File: config.mk
export PLATFORM = sky130hd
export DESIGN_NAME = alarm_sequencer_flat
export DESIGN_NICKNAME = d
export VERILOG_FILES = /design/src/rtl/alarm_sequencer_if.sv /design/src/rtl/alarm_sequencer.sv /design/src/flat_wrapper.sv
export SDC_FILE = /design/constraint.sdc
export NUM_CORES = 1
export LEC_CHECK = 0
export BUFFER_PORTS_ARGS = -buffer_cell sky130_fd_sc_hd__buf_2
export CORE_AREA = 3 3 64 66
export CTS_CLUSTER_DIAMETER = 60
export CTS_CLUSTER_SIZE = 8
export DETAILED_ROUTE_END_ITERATION = 10
export DIE_AREA = 0 0 67 69
export PLACE_DENSITY = 0.82
export SYNTH_ARGS = -nofsm -noshare
export SYNTH_HDL_FRONTEND = slang
export SYNTH_SLANG_ARGS = --single-unit
File: constraint.sdc
create_clock -name clk -period 2.4 [get_ports clk]
set_input_delay 0.24 -clock clk [delete_from_list [all_inputs] [get_ports clk]]
set_output_delay 0.24 -clock clk [all_outputs]
set_load 0.01 [all_outputs]
File: src/rtl/alarm_sequencer_if.sv
// Bus between the alarm sequencer and its surroundings: time digits, buttons,
// tick in; buzzer controls and status out.
interface alarm_sequencer_if;
  logic       sec_tick;
  logic       alarm_en;
  logic [3:0] hourdec_bud;
  logic [3:0] hourone_bud;
  logic [3:0] mindec_bud;
  logic [3:0] minone_bud;
  logic [3:0] hourdec_now;
  logic [3:0] hourone_now;
  logic [3:0] mindec_now;
  logic [3:0] minone_now;
  logic       snooze_btn;
  logic       stop_btn;
  logic       aud_en;
  logic       ringing;
  logic       snoozing;
  logic [2:0] snooze_used;
  logic       missed;

  modport master (
    output sec_tick, alarm_en,
    output hourdec_bud, hourone_bud, mindec_bud, minone_bud,
    output hourdec_now, hourone_now, mindec_now, minone_now,
    output snooze_btn, stop_btn,
    input  aud_en, ringing, snoozing, snooze_used, missed
  );

  modport slave (
    input  sec_tick, alarm_en,
    input  hourdec_bud, hourone_bud, mindec_bud, minone_bud,
    input  hourdec_now, hourone_now, mindec_now, minone_now,
    input  snooze_btn, stop_btn,
    output aud_en, ringing, snoozing, snooze_used, missed
  );
endinterface

File: src/rtl/alarm_sequencer.sv
// Alarm buzzer sequencer: rings on a rising edge of the time/alarm match,
// handles snooze and stop, and gates the beep enable at a 1 s on/off cadence.
module alarm_sequencer #(
  parameter int unsigned RING_SEC   = 60,
  parameter int unsigned SNOOZE_SEC = 300,
  parameter int unsigned MAX_SNOOZE = 3
) (
  input  logic               clk,
  input  logic               rst,
  alarm_sequencer_if.slave   bus
);
  localparam int unsigned CNT_W  = 10;
  localparam int unsigned USED_W = 3;

  typedef enum logic [1:0] {IDLE, RING, SNOOZE} state_e;

  state_e              state_q, state_d;
  logic [CNT_W-1:0]    ring_cnt_q, ring_cnt_d;
  logic [CNT_W-1:0]    snz_cnt_q, snz_cnt_d;
  logic [USED_W-1:0]   used_q, used_d;
  logic                phase_q, phase_d;
  logic                missed_q, missed_d;
  logic                match_q;
  logic                aud_q, ringing_q, snoozing_q;
  logic                match_c, trigger_c;

  assign match_c = ({bus.hourdec_now, bus.hourone_now, bus.mindec_now, bus.minone_now} ==
                    {bus.hourdec_bud, bus.hourone_bud, bus.mindec_bud, bus.minone_bud});
  assign trigger_c = match_c & ~match_q & bus.alarm_en & (state_q == IDLE);

  // Next-state logic; every exit to IDLE clears the per-event bookkeeping.
  always_comb begin
    state_d    = state_q;
    ring_cnt_d = ring_cnt_q;
    snz_cnt_d  = snz_cnt_q;
    used_d     = used_q;
    phase_d    = phase_q;
    missed_d   = 1'b0;
    unique case (state_q)
      IDLE: begin
        ring_cnt_d = '0;
        snz_cnt_d  = '0;
        used_d     = '0;
        phase_d    = 1'b0;
        if (trigger_c) state_d = RING;
      end
      RING: begin
        if (bus.stop_btn || !bus.alarm_en) begin
          state_d = IDLE;
          used_d  = '0;
          phase_d = 1'b0;
        end else if (bus.snooze_btn && (used_q < USED_W'(MAX_SNOOZE))) begin
          state_d   = SNOOZE;
          used_d    = used_q + USED_W'(1);
          snz_cnt_d = '0;
        end else if (bus.sec_tick) begin
          if (ring_cnt_q == CNT_W'(RING_SEC - 1)) begin
            state_d  = IDLE;
            missed_d = 1'b1;
            used_d   = '0;
            phase_d  = 1'b0;
          end else begin
            ring_cnt_d = ring_cnt_q + CNT_W'(1);
            phase_d    = ~phase_q;
          end
        end
      end
      SNOOZE: begin
        if (bus.stop_btn || !bus.alarm_en) begin
          state_d = IDLE;
          used_d  = '0;
          phase_d = 1'b0;
        end else if (bus.sec_tick) begin
          if (snz_cnt_q == CNT_W'(SNOOZE_SEC - 1)) begin
            state_d    = RING;
            ring_cnt_d = '0;
            phase_d    = 1'b0;
          end else begin
            snz_cnt_d = snz_cnt_q + CNT_W'(1);
          end
        end
      end
      default: state_d = IDLE;
    endcase
  end

  // match_q resets high so a match already present at reset release cannot ring.
  always_ff @(posedge clk or posedge rst) begin
    if (rst) begin
      state_q    <= IDLE;
      ring_cnt_q <= '0;
      snz_cnt_q  <= '0;
      used_q     <= '0;
      phase_q    <= 1'b0;
      missed_q   <= 1'b0;
      match_q    <= 1'b1;
      aud_q      <= 1'b0;
      ringing_q  <= 1'b0;
      snoozing_q <= 1'b0;
    end else begin
      state_q    <= state_d;
      ring_cnt_q <= ring_cnt_d;
      snz_cnt_q  <= snz_cnt_d;
      used_q     <= used_d;
      phase_q    <= phase_d;
      missed_q   <= missed_d;
      match_q    <= match_c;
      aud_q      <= (state_d == RING) & ~phase_d;
      ringing_q  <= (state_d == RING);
      snoozing_q <= (state_d == SNOOZE);
    end
  end

  assign bus.aud_en      = aud_q;
  assign bus.ringing     = ringing_q;
  assign bus.snoozing    = snoozing_q;
  assign bus.snooze_used = used_q;
  assign bus.missed      = missed_q;
endmodule
File: src/flat_wrapper.sv
// flat-port wrapper written by rule: the top's interface ports become plain ports
module alarm_sequencer_flat 
#(
  parameter int unsigned RING_SEC   = 60,
  parameter int unsigned SNOOZE_SEC = 300,
  parameter int unsigned MAX_SNOOZE = 3
)
  (clk, rst, bus_sec_tick, bus_alarm_en, bus_hourdec_bud, bus_hourone_bud, bus_mindec_bud, bus_minone_bud, bus_hourdec_now, bus_hourone_now, bus_mindec_now, bus_minone_now, bus_snooze_btn, bus_stop_btn, bus_aud_en, bus_ringing, bus_snoozing, bus_snooze_used, bus_missed);
  alarm_sequencer_if bus_i ();
  input  logic clk;
  input  logic rst;
  input wire logic [$bits(bus_i.sec_tick)-1:0] bus_sec_tick;
  input wire logic [$bits(bus_i.alarm_en)-1:0] bus_alarm_en;
  input wire logic [$bits(bus_i.hourdec_bud)-1:0] bus_hourdec_bud;
  input wire logic [$bits(bus_i.hourone_bud)-1:0] bus_hourone_bud;
  input wire logic [$bits(bus_i.mindec_bud)-1:0] bus_mindec_bud;
  input wire logic [$bits(bus_i.minone_bud)-1:0] bus_minone_bud;
  input wire logic [$bits(bus_i.hourdec_now)-1:0] bus_hourdec_now;
  input wire logic [$bits(bus_i.hourone_now)-1:0] bus_hourone_now;
  input wire logic [$bits(bus_i.mindec_now)-1:0] bus_mindec_now;
  input wire logic [$bits(bus_i.minone_now)-1:0] bus_minone_now;
  input wire logic [$bits(bus_i.snooze_btn)-1:0] bus_snooze_btn;
  input wire logic [$bits(bus_i.stop_btn)-1:0] bus_stop_btn;
  output wire logic [$bits(bus_i.aud_en)-1:0] bus_aud_en;
  output wire logic [$bits(bus_i.ringing)-1:0] bus_ringing;
  output wire logic [$bits(bus_i.snoozing)-1:0] bus_snoozing;
  output wire logic [$bits(bus_i.snooze_used)-1:0] bus_snooze_used;
  output wire logic [$bits(bus_i.missed)-1:0] bus_missed;
  assign bus_i.sec_tick = bus_sec_tick;
  assign bus_i.alarm_en = bus_alarm_en;
  assign bus_i.hourdec_bud = bus_hourdec_bud;
  assign bus_i.hourone_bud = bus_hourone_bud;
  assign bus_i.mindec_bud = bus_mindec_bud;
  assign bus_i.minone_bud = bus_minone_bud;
  assign bus_i.hourdec_now = bus_hourdec_now;
  assign bus_i.hourone_now = bus_hourone_now;
  assign bus_i.mindec_now = bus_mindec_now;
  assign bus_i.minone_now = bus_minone_now;
  assign bus_i.snooze_btn = bus_snooze_btn;
  assign bus_i.stop_btn = bus_stop_btn;
  assign bus_aud_en = bus_i.aud_en;
  assign bus_ringing = bus_i.ringing;
  assign bus_snoozing = bus_i.snoozing;
  assign bus_snooze_used = bus_i.snooze_used;
  assign bus_missed = bus_i.missed;
  alarm_sequencer #(.RING_SEC(RING_SEC), .SNOOZE_SEC(SNOOZE_SEC), .MAX_SNOOZE(MAX_SNOOZE)) u_core (.clk(clk), .rst(rst), .bus(bus_i));
endmodule
# [Word level (Yosys, flattened, before mapping)]
# Cells that the tools add are included.
[word_totals] regBits=31 in_bits=38 out_inout_bits=7 word_cells=90
[classes] add_sub_neg=3 n_lt_le_gt_ge=1 n_eq_ne=19 n_mux=42 bitwise=7 n_reduce_logical=8
[ops] cell="two-way mux 10 bit" n=12
[ops] cell="one-hot mux 10 bit (3 select lines)" n=2
[ops] cell="adder 10 x 1 -> 10 bit, second input constant" n=2
[ops] cell="equality test 16 bit" n=1
[ops] cell="two-way mux 2 bit" n=8
[ops] cell="two-way mux 3 bit" n=5
[ops] cell="!= test 2 bit, second input constant" n=7
[ops] cell="two-way mux 1 bit" n=12
[ops] cell="equality test 10 x 6 -> 1 bit, second input constant" n=1
[ops] cell="equality test 10 x 9 -> 1 bit, second input constant" n=1
[ops] cell="one-hot mux 3 bit (3 select lines)" n=1
[ops] cell="AND reduction 8 bit" n=1
[ops] cell="!= test 2 x 1 -> 1 bit, second input constant" n=3
[ops] cell="one-hot mux 2 bit (3 select lines)" n=1
[ops] cell="AND reduction 6 bit" n=1
[ops] cell="AND 1 bit" n=4
[ops] cell="equality test 2 x 1 -> 1 bit, second input constant" n=2
[ops] cell="equality test 2 bit, second input constant" n=2
[ops] cell="!= test 4 x 1 -> 1 bit, second input constant" n=1
[ops] cell="!= test 4 x 2 -> 1 bit, second input constant" n=1
[ops] cell="AND reduction 4 bit" n=1
[ops] cell="adder 3 x 1 -> 3 bit, second input constant" n=1
[ops] cell="< comparator 3 x 2 -> 1 bit, second input constant" n=1
[ops] cell="inverter 1 bit" n=3
[ops] cell="6 further kinds" n=6

# [Longest topological paths before layout]
# Gate-level depths: netlist of run 1.
[depth] ltp_word=8 ltp_mapped=7 mapped_depth_nobuf=6

# [Worst setup path after synthesis of run 1]
# No wires, ideal clock.
[synth_path] kind="register to register" start="reg u_core.state_q[0]" end="reg u_core.ring_cnt_q[5]" setup_ns=0.079 arrival_time_ns=1.898 required_time_ns=2.321 setup_slack_ns=0.422 path_stages_with_launch=8 path_buffers=2 synth_period_minus_slack_ns=1.978 cell_sequence="dfrtp_1 -> buf_6 -> or3b_4 -> nor4_4 -> nor2_2 -> buf_2 -> nor4_2 -> mux2i_1"
[synth_between] elab_chain_cells=3 word_cells_on_any_way=13 cone_classes="eq/ne: 9; mux: 1; reduce/logical: 3"
[synth_lines] item="start: declaration" line="alarm_sequencer.sv:17" text="state_e state_q, state_d;"
[synth_lines] item="start signal: assignment" line="alarm_sequencer.sv:101" text="state_q <= state_d;"
[synth_lines] item="equality test 2 bit, or another cell as far along" line="alarm_sequencer.sv:39" text="unique case (state_q)"
[synth_lines] item="!= test 2 x 1 -> 1 bit (no line), or another cell as far along"
[synth_lines] item="AND reduction 8 bit (no line)"
[synth_lines] item="end signal: assignment" line="alarm_sequencer.sv:102" text="ring_cnt_q <= ring_cnt_d;"
[synth_lines] item="end: declaration" line="alarm_sequencer.sv:18" text="logic [CNT_W-1:0] ring_cnt_q, ring_cnt_d;"
# Several ways; a longest one is shown, not always the timed one.
# A chain may end at the register's enable or synchronous reset.

# [Worst setup path after layout of run 1]
[layout_path] start="reg u_core.state_q[0]" end="reg u_core.ring_cnt_q[3]"
# The elaborated chain is that of the path after synthesis.

==> reports/results.txt, run 1 <==
Minimum clock period: 2.159 ns
Share of layout cells above drive strength 1: 25.39%
Global-route wire length before repair: 7038 um
Rows: 22
P&R area growth vs syn: 20.43%
Async SR Flop Fraction: 100.0%
Post-Route WL: 4019 um
CP required: 2.61 ns
CTS Buffer Depth: 2
RSZ-0062 raised after global routing: false
CTS tree: done
Top FF cell, synth: dfrtp_1
HP Class: input port to async pin
Clk_skew: 0.008859 ns
Crit path max fanout: 16
Top cells by count, synth: dfrtp_1 (30), o21ai_0 (17), nand2_1 (16), xnor2_1 (16), nand3_1 (14)
Worst rel slew slack: 60.77%
Hold-fix buffers, CTS: 0
Top-area cell type share of the netlist area: 39.42%
Die Height: 69 um
Setup crit end kind: flop
HPWL Detailed: 3044 um
Arrival @ worst endpoint: 2.37 ns
Routed WL per cell: 13.22 um
Kind of critical path: flop to flop
#FFs+latches synth: 31
Synth area leader: dfrtp_1
Final #Nets: 296
# setup viols final: 0
Syn_nets: 247
Fin. max-slew vios: 0
Status: finished, final reports clean
Slew @ Worst Pin: 0.5885 ns
ANT nets after route: 0
Critical Path Start Type: flop
Post-CTS Setup Inserts: 0
Die Span X: 67 um
Starting Density: 52.41%
Hold WS: 0.01478 ns
Period utilization: 89.96%
Vias in the first global route: 1,680
Final Hold Vio Count: 0
Top-count cell post-synth: dfrtp_1
Synth area leaders: dfrtp_1 (39%), xnor2_1 (7.4%), o21ai_0 (4.5%), nand3_1 (3.7%), nand2_1 (3.2%)
GPL Wtd Cong: 0.8236
Pleak: 0.9848 nW
CTS resizes: 0
Core box area: 3633 um2
Routed vias: 1,755
PortBufs: 44
Initial antenna violation count: 0
Post-synth EDFFs: 0
Post-synthesis sequential area ratio: 40.80%
First-pass DRT Iterations: 4
Maximum vdd drop: 0.2432 mV
CTS buffer count: 5
Pwr Density: 499.7 nW/um2
Setup_tns: 0 ns
Clock Latency Late Sink: 0.29 ns
Residual DRC: 0
Synth Instances: 206
Synthesized area: 1904 um2
Die area: 4623 um2
All-Layer GR Usage: 19.35%
Clock tree root buffer cell: clkbuf_8
GRT overflow: 0
DR iter-0 viols: 151
Io pins: 45
Max-Cap Viols: 0
H-Tree Depth: 2
Vias per Instance: 5.773
Syn_area_per_cell: 9.244 um2
FMAX: 0.4632 GHz
Largest net degree at the start of global routing: 32
Worst-path clk slew: 0.07 ns
Clk sinks: 31
N_diodes: 0
Ys Warns: 0
Unique masters post-synth: 47
[cell families (layout without fill, tap and decap cells)]
| kind of cell | after synthesis | after routing | share of synthesized area [%] |
|---|---|---|---|
| buffers and inverters | 9 | 59 | 2.234 |
| and+or+nand+nor | 91 | 91 | 28.32 |
| adders and majority gates | 3 | 3 | 1.971 |
| AOI/OAI and AO/OA | 53 | 53 | 17.68 |
| DFF | 31 | 31 | 40.80 |
| xor gates and xnor gates | 16 | 16 | 7.359 |
| muxes | 3 | 3 | 1.643 |
[state kept, by name, summed over array words and instances, names as in the netlist]
register                flops
u_core.ring_cnt_q          10
u_core.snz_cnt_q           10
u_core.bus.snooze_used      3
u_core.state_q              2
u_core.bus.aud_en           1
u_core.bus.missed           1
u_core.bus.ringing          1
u_core.bus.snoozing         1
u_core.match_q              1
u_core.phase_q              1
[where the power goes]
| part | switching, mW | internal (mW) |
|---|---|---|
| logic | 0.0399 | 0.0476 |
| clock network | 0.200 | 0.336 |
| registers | 0.00000302 | 0.522 |
[per-stage QoR]
stage               total power [mW]  utilization, %  std cells  instance area, um2  worst slack, ns
finish                         1.146           63.12        304                2293           0.2411
global route                   1.189           63.12        304                2293           0.1076
CTS                            1.161           63.12        304                2293           0.2334
detailed placement            0.6217           59.88        296                2176           0.2391
global placement              0.6201           59.88        296                2176           0.3083
floorplan                     0.5768               -        206                1904           0.4221
[cells in the final DEF (no fill, tap or decap), types with 5 or more instances in the layout]
| cell type | netlist | routed |
|---|---|---|
| nand4_1 | 6 | 6 |
| or4_1 | 6 | 6 |
| nand3_1 | 14 | 14 |
| nor2_1 | 9 | 9 |
| dfrtp_1 | 30 | 30 |
| o21ai_0 | 17 | 17 |
| nand2b_1 | 8 | 8 |
| buf_2 | 1 | 44 |
| inv_1 | 5 | 5 |
| xnor2_1 | 16 | 16 |
| nand2_1 | 16 | 16 |
| a21oi_1 | 11 | 11 |
| clkbuf_8 | 0 | 6 |
| o31ai_1 | 8 | 8 |
[per-layer routing]
| metal | GRT usage, % | vias to the layer above | share of wire [%] | wire [um] |
|---|---|---|---|---|
| met5 | 0 | - | 0 | 0 |
| met4 | 8.333 | 0 | 1.7 | 70 |
| met3 | 5.700 | 6 | 7.3 | 294 |
| met2 | 30.02 | 67 | 48 | 1946 |
| met1 | 24.61 | 818 | 42 | 1707 |
| li1 | - | 864 | - | - |
[final cells by class]
class / count / area [um2]
Multi-Input combinational cell: 166 / 1085
Tap cell: 48 / 60.06
Clock buffer: 6 / 82.58
Timing Repair Buffer: 46 / 235.2
Sequential cell: 31 / 777.0
Fill cell: 337 / 1340
Clock inverter: 2 / 35.03
Inverter: 5 / 18.77
[critical path: stages (launching register included)]
cell	delay [ns]
dfrtp_1	0.47
or3b_4	0.42
nor4_4	0.33
nor2_2	0.18
or4_1	0.52
a21oi_1	0.16
[final timing paths]
kind | start | endpoint | slack [ns] | depth (start not counted)
worst max-delay path | u_core.state_q[0] | u_core.ring_cnt_q[3] | 0.24 | 5
worst min-delay path | rst | u_core.snz_cnt_q[7] | 0.01 | 3
worst max register to register | u_core.state_q[0] | u_core.ring_cnt_q[3] | 0.24 | 5
worst min register to register | u_core.snz_cnt_q[1] | u_core.snz_cnt_q[1] | 0.51 | 2
max in group asynchronous | rst | u_core.match_q | 2.05 | 3
min in group clk | bus_minone_now[3] | u_core.match_q | 0.22 | 4
Power figures use the tool's default switching activity.
==> run 2, diff against run 1 <==
CTS_BUF_LIST = sky130_fd_sc_hd__clkbuf_16   (was not set)
==> run 2 against run 1 <==
  * Final cell count unchanged
  * Critical path depth unchanged
  * Total power up 15%
  * Largest cell class unchanged
  * Largest power group unchanged
==> reports/results.txt, run 2 (synthesis results as in run 1) <==
Period utilization: 90.28% (was 89.96%)
ANT nets after route: 0 (unchanged)
Clock tree root buffer cell: clkbuf_16 (was clkbuf_8)
GRT overflow: 0 (unchanged)
Crit path max fanout: 16 (unchanged)
Dpl cells: 296 (unchanged)
Hold-fix buffers, CTS: 0 (unchanged)
CTS tree: done (unchanged)
Routed WL per cell: 13.43 um (was 13.22 um)
Share of layout cells above drive strength 1: 25.00% (was 25.39%)
Commonest cells after routing, fill and taps aside: buf_2 (44), dfrtp_1 (30), o21ai_0 (17) (unchanged)
Minimum clock period: 2.167 ns (was 2.159 ns)
Vias in the first global route: 1,685 (was 1,680)
N_diodes: 0 (unchanged)
R2r startpoint: u_core.state_q[0] (unchanged)
Pleak: 1.005 nW (was 0.9848 nW)
GPL Wtd Cong: 0.8236 (unchanged)
All-Layer GR Usage: 19.48% (was 19.35%)
Pwr Density: 561.9 nW/um2 (was 499.7 nW/um2)
Cell-by-cell trace of the critical path: or3b_4 > nor4_4 > nor2_2 > or4_1 > a21oi_1 (unchanged)
Arrival @ worst endpoint: 2.36 ns (was 2.37 ns)
Setup_tns: 0 ns (unchanged)
Fin. max-slew vios: 0 (unchanged)
# setup viols final: 0 (unchanged)
Placed instance area: 2176 um2 (unchanged)
Largest net degree at the start of global routing: 32 (unchanged)
H-Tree Depth: 2 (unchanged)
CTS Buffer Depth: 2 (unchanged)
Post-Route WL: 4083 um (was 4019 um)
Overall power: 1.315 mW (was 1.146 mW)
Worst rel slew slack: 60.34% (was 60.77%)
CTS buffer count: 5 (unchanged)
FMAX: 0.4615 GHz (was 0.4632 GHz)
Global-route wire length before repair: 7107 um (was 7038 um)
Crit path launch: u_core.state_q[0] (unchanged)
Starting Density: 52.41% (unchanged)
HPWL Detailed: 3044 um (unchanged)
RSZ-0062 raised after global routing: false (unchanged)
First-pass DRT Iterations: 4 (unchanged)
Die Height: 69 um (unchanged)
Die area: 4623 um2 (unchanged)
Final #Nets: 296 (unchanged)
Clock Latency Late Sink: 0.28 ns (was 0.29 ns)
Commonest non-fill, non-tap cell in the layout: buf_2 (unchanged)
Final Hold Vio Count: 0 (unchanged)
DR iter-0 viols: 141 (was 151)
CP required: 2.60 ns (was 2.61 ns)
Slowest cell delay on critical path: 0.53 ns (was 0.52 ns)
Setup crit end kind: flop (unchanged)
Slew @ Worst Pin: 0.5949 ns (was 0.5885 ns)
R2R Setup Slk: 0.23 ns (was 0.24 ns)
Clk sinks: 31 (unchanged)
Status: finished, final reports clean (unchanged)
CP max stage cell: or4_1 (unchanged)
Maximum vdd drop: 0.3540 mV (was 0.2432 mV)
Rows: 22 (unchanged)
Final instance area: 2340 um2 (was 2293 um2)
Vias per Instance: 5.796 (was 5.773)
Max-Cap Viols: 0 (unchanged)
Die Span X: 67 um (unchanged)
Initial antenna violation count: 0 (unchanged)
Critical Path Start Type: flop (unchanged)
Layout Cells excl Fill: 304 (unchanged)
Routed vias: 1,762 (was 1,755)
Clk_skew: 0.005316 ns (was 0.008859 ns)
Residual DRC: 0 (unchanged)
Io pins: 45 (unchanged)
Final Util: 64.39% (was 63.12%)
CTS resizes: 0 (unchanged)
Core box area: 3633 um2 (unchanged)
P&R area growth vs syn: 22.86% (was 20.43%)
Worst-path clk slew: 0.05 ns (was 0.07 ns)
Kind of critical path: flop to flop (unchanged)
PortBufs: 44 (unchanged)
Post-CTS Setup Inserts: 0 (unchanged)
HP Class: input port to async pin (unchanged)
## run 2: report_power, final
part / total [mW] / internal [mW] / switching (mW)
clock: 0.704 / 0.483 / 0.221
sequential: 0.523 / 0.523 / 0.00000306
combinational: 0.0877 / 0.0476 / 0.0401
## run 2: path summary, 6_finish.rpt
kind / endpoint / depth (start not counted)
min in group clk: u_core.match_q / 4
worst min-delay path: u_core.snz_cnt_q[8] / 3
worst max register to register: u_core.ring_cnt_q[3] / 5
worst min register to register: u_core.snz_cnt_q[1] / 2
worst max-delay path: u_core.ring_cnt_q[3] / 5
max in group asynchronous: u_core.match_q / 3
## run 2: per-stage QoR
stage,hold slack [ns],worst slack [ns]
5_1_grt,0.08209,0.1083
4_1_cts,0.04514,0.2328
3_5_place_dp,0.3449,0.2391
6_report,0.03044,0.2333
2_1_floorplan,0.3428,0.4221
3_3_place_gp,0.3396,0.3083
## run 2: area by class of cell
class,instances,area [um2]
Fill cell,323,1294
Multi-Input combinational cell,166,1085
Sequential cell,31,777.0
Timing Repair Buffer,46,235.2
Clock buffer,5,125.1
Tap cell,48,60.06
Clock inverter,3,38.79
Inverter,5,18.77
## run 2: critical path: cells and delay by family (launching register included)
family | cells | cell delay (ns)
simple gates | 4 | 1.46
flops | 1 | 0.47
compound gates | 1 | 0.16
## run 2: layer usage
metal	up-vias	share of wire (%)	GRT usage [%]
li1	870	-	-
met1	820	43	24.92
met2	66	48	30.57
met3	6	7.0	5.212
met4	0	1.7	8.108
met5	-	0	0
==> run 3, diff against run 2 <==
CELL_PAD_IN_SITES_DETAIL_PLACEMENT = 0   (was not set)
CELL_PAD_IN_SITES_GLOBAL_PLACEMENT = 1   (was not set)
CORE_AREA = 3 3 73 75   (was 3 3 64 66)
DIE_AREA = 0 0 76 78   (was 0 0 67 69)
==> run 3 against run 2 <==
  * Via count decreased by 1.6%
  * Clock-buffer cell count unchanged
  * Final area increased by 0.37%
  * Flip-flop and latch count unchanged
  * Register-to-register slack improved by 0.03 ns
  * Clock power decreased by 15%
  * Global-route usage decreased by 3.6 points
  * Maximum frequency increased by 1.4%
==> reports/results.txt, run 3 (synthesis results as in run 1) <==
Fin. max-slew vios: 0 (unchanged)
CTS tree: done (unchanged)
CP required: 2.60 ns (about the same)
Kind of critical path: flop to flop (unchanged)
Global-route wire length before repair: 7714 um (was 7107 um)
GRT overflow: 0 (unchanged)
Post-CTS Setup Inserts: 0 (unchanged)
Clock Latency Late Sink: 0.27 ns (was 0.28 ns)
Rows: 25 (was 22)
First-pass DRT Iterations: 4 (unchanged)
R2r startpoint: u_core.snz_cnt_q[2] (was u_core.state_q[0])
Setup crit end kind: flop (unchanged)
Clk_skew: 0.004808 ns (was 0.005316 ns)
Vias per Instance: 5.349 (was 5.796)
# setup viols final: 0 (unchanged)
PortBufs: 44 (unchanged)
HP Class: input port to async pin (unchanged)
Commonest non-fill, non-tap cell in the layout: buf_2 (unchanged)
Max-Cap Viols: 0 (unchanged)
Die area: 5928 um2 (was 4623 um2)
Initial antenna violation count: 0 (unchanged)
Pleak: 1.000 nW (was 1.005 nW)
Minimum clock period: 2.136 ns (was 2.167 ns)
Critical Path Start Type: flop (unchanged)
Clk sinks: 31 (unchanged)
CTS Buffer Depth: 2 (unchanged)
Worst r2r path cells: 5 (unchanged)
Final Hold Vio Count: 0 (unchanged)
Largest net degree at the start of global routing: 32 (unchanged)
Worst rel slew slack: 59.53% (was 60.34%)
Die Span X: 76 um (was 67 um)
Final #Nets: 297 (was 296)
RSZ-0062 raised after global routing: false (unchanged)
Pwr Density: 514.8 nW/um2 (was 561.9 nW/um2)
HPWL Detailed: 3148 um (was 3044 um)
Crit path max fanout: 16 (unchanged)
N_diodes: 0 (unchanged)
Commonest cells after routing, fill and taps aside: buf_2 (44), dfrtp_1 (30), o21ai_0 (17) (unchanged)
Crit path launch: u_core.snz_cnt_q[2] (was u_core.state_q[0])
Slew @ Worst Pin: 0.6071 ns (was 0.5949 ns)
FMAX: 0.4682 GHz (was 0.4615 GHz)
Hold-fix buffers, CTS: 0 (unchanged)
Clock tree root buffer cell: clkbuf_16 (unchanged)
Post-Route WL: 4243 um (was 4083 um)
CTS resizes: 0 (unchanged)
Final Util: 49.72% (was 64.39%)
H-Tree Depth: 2 (unchanged)
Maximum vdd drop: 0.2652 mV (was 0.3540 mV)
Starting Density: 40.32% (was 52.41%)
Io pins: 45 (unchanged)
Vias in the first global route: 1,734 (was 1,685)
ANT nets after route: 0 (unchanged)
Share of layout cells above drive strength 1: 25.29% (was 25.00%)
Die Height: 78 um (was 69 um)
R2R Path End: u_core.ring_cnt_q[3] (unchanged)
Routed vias: 1,733 (was 1,762)
CTS buffer count: 5 (unchanged)
Worst-path clk slew: 0.05 ns (about the same)
Setup_tns: 0 ns (unchanged)
Arrival @ worst endpoint: 2.33 ns (was 2.36 ns)
R2R Setup Slk: 0.26 ns (was 0.23 ns)
P&R area growth vs syn: 23.32% (was 22.86%)
Routed WL per cell: 13.10 um (was 13.43 um)
Hold WS: 0.03275 ns (was 0.03044 ns)
Period utilization: 88.99% (was 90.28%)
Core box area: 4723 um2 (was 3633 um2)
Status: finished, final reports clean (unchanged)
All-Layer GR Usage: 15.86% (was 19.48%)
DR iter-0 viols: 133 (was 141)
GPL Wtd Cong: 0.7730 (was 0.8236)
Residual DRC: 0 (unchanged)
==> run 3: worst max path at each step <==
stage / endpoint / depth (start not counted) / slack [ns]
finish: u_core.ring_cnt_q[3] / 5 / 0.26
global route: u_core.ring_cnt_q[4] / 5 / 0.11
CTS: u_core.ring_cnt_q[3] / 5 / 0.24
detailed placement: u_core.ring_cnt_q[3] / 5 / 0.25
global placement: u_core.ring_cnt_q[9] / 5 / 0.30
floorplan: u_core.ring_cnt_q[5] / 7 / 0.42
==> run 3: layer usage <==
| metal | global-route usage (%) | vias to the layer above | part of all wire [%] |
|---|---|---|---|
| met3 | 4.408 | 2 | 6.4 |
| met4 | 6.341 | 0 | 0.82 |
| li1 | - | 874 | - |
| met5 | 0 | - | 0 |
| met2 | 25.09 | 59 | 46 |
| met1 | 20.55 | 798 | 46 |
==> run 3: layout make-up <==
class / count / area (um2)
Clock inverter: 3 / 16.27
Tap cell: 67 / 83.83
Clock buffer: 5 / 125.1
Sequential cell: 31 / 777.0
Timing Repair Buffer: 47 / 242.7
Fill cell: 450 / 2375
Inverter: 5 / 18.77
Multi-Input combinational cell: 166 / 1085
==> run 3: power breakdown <==
part | switching (mW) | internal (mW)
clock | 0.221 | 0.378
combinational | 0.0400 | 0.0476
sequential | 0.00000221 | 0.523
==> run 3: through the flow <==
stage / setup WS, ns / area, um2 / cells / power, mW
after floorplan: 0.4221 / 1904 / 206 / 0.5768
after global placement: 0.3046 / 2207 / 316 / 0.6210
after detailed placement: 0.2532 / 2207 / 316 / 0.6221
after CTS: 0.2428 / 2349 / 324 / 1.225
after global routing: 0.1129 / 2349 / 324 / 1.259
final: 0.2642 / 2349 / 324 / 1.209
==> run 3: critical path: stages, from the launching register on <==
cell and delay [ns]:
dfrtp_1 0.42, or4bb_1 0.56, nor4_4 0.22, nor2_2 0.19, or4_1 0.53, a21oi_1 0.15
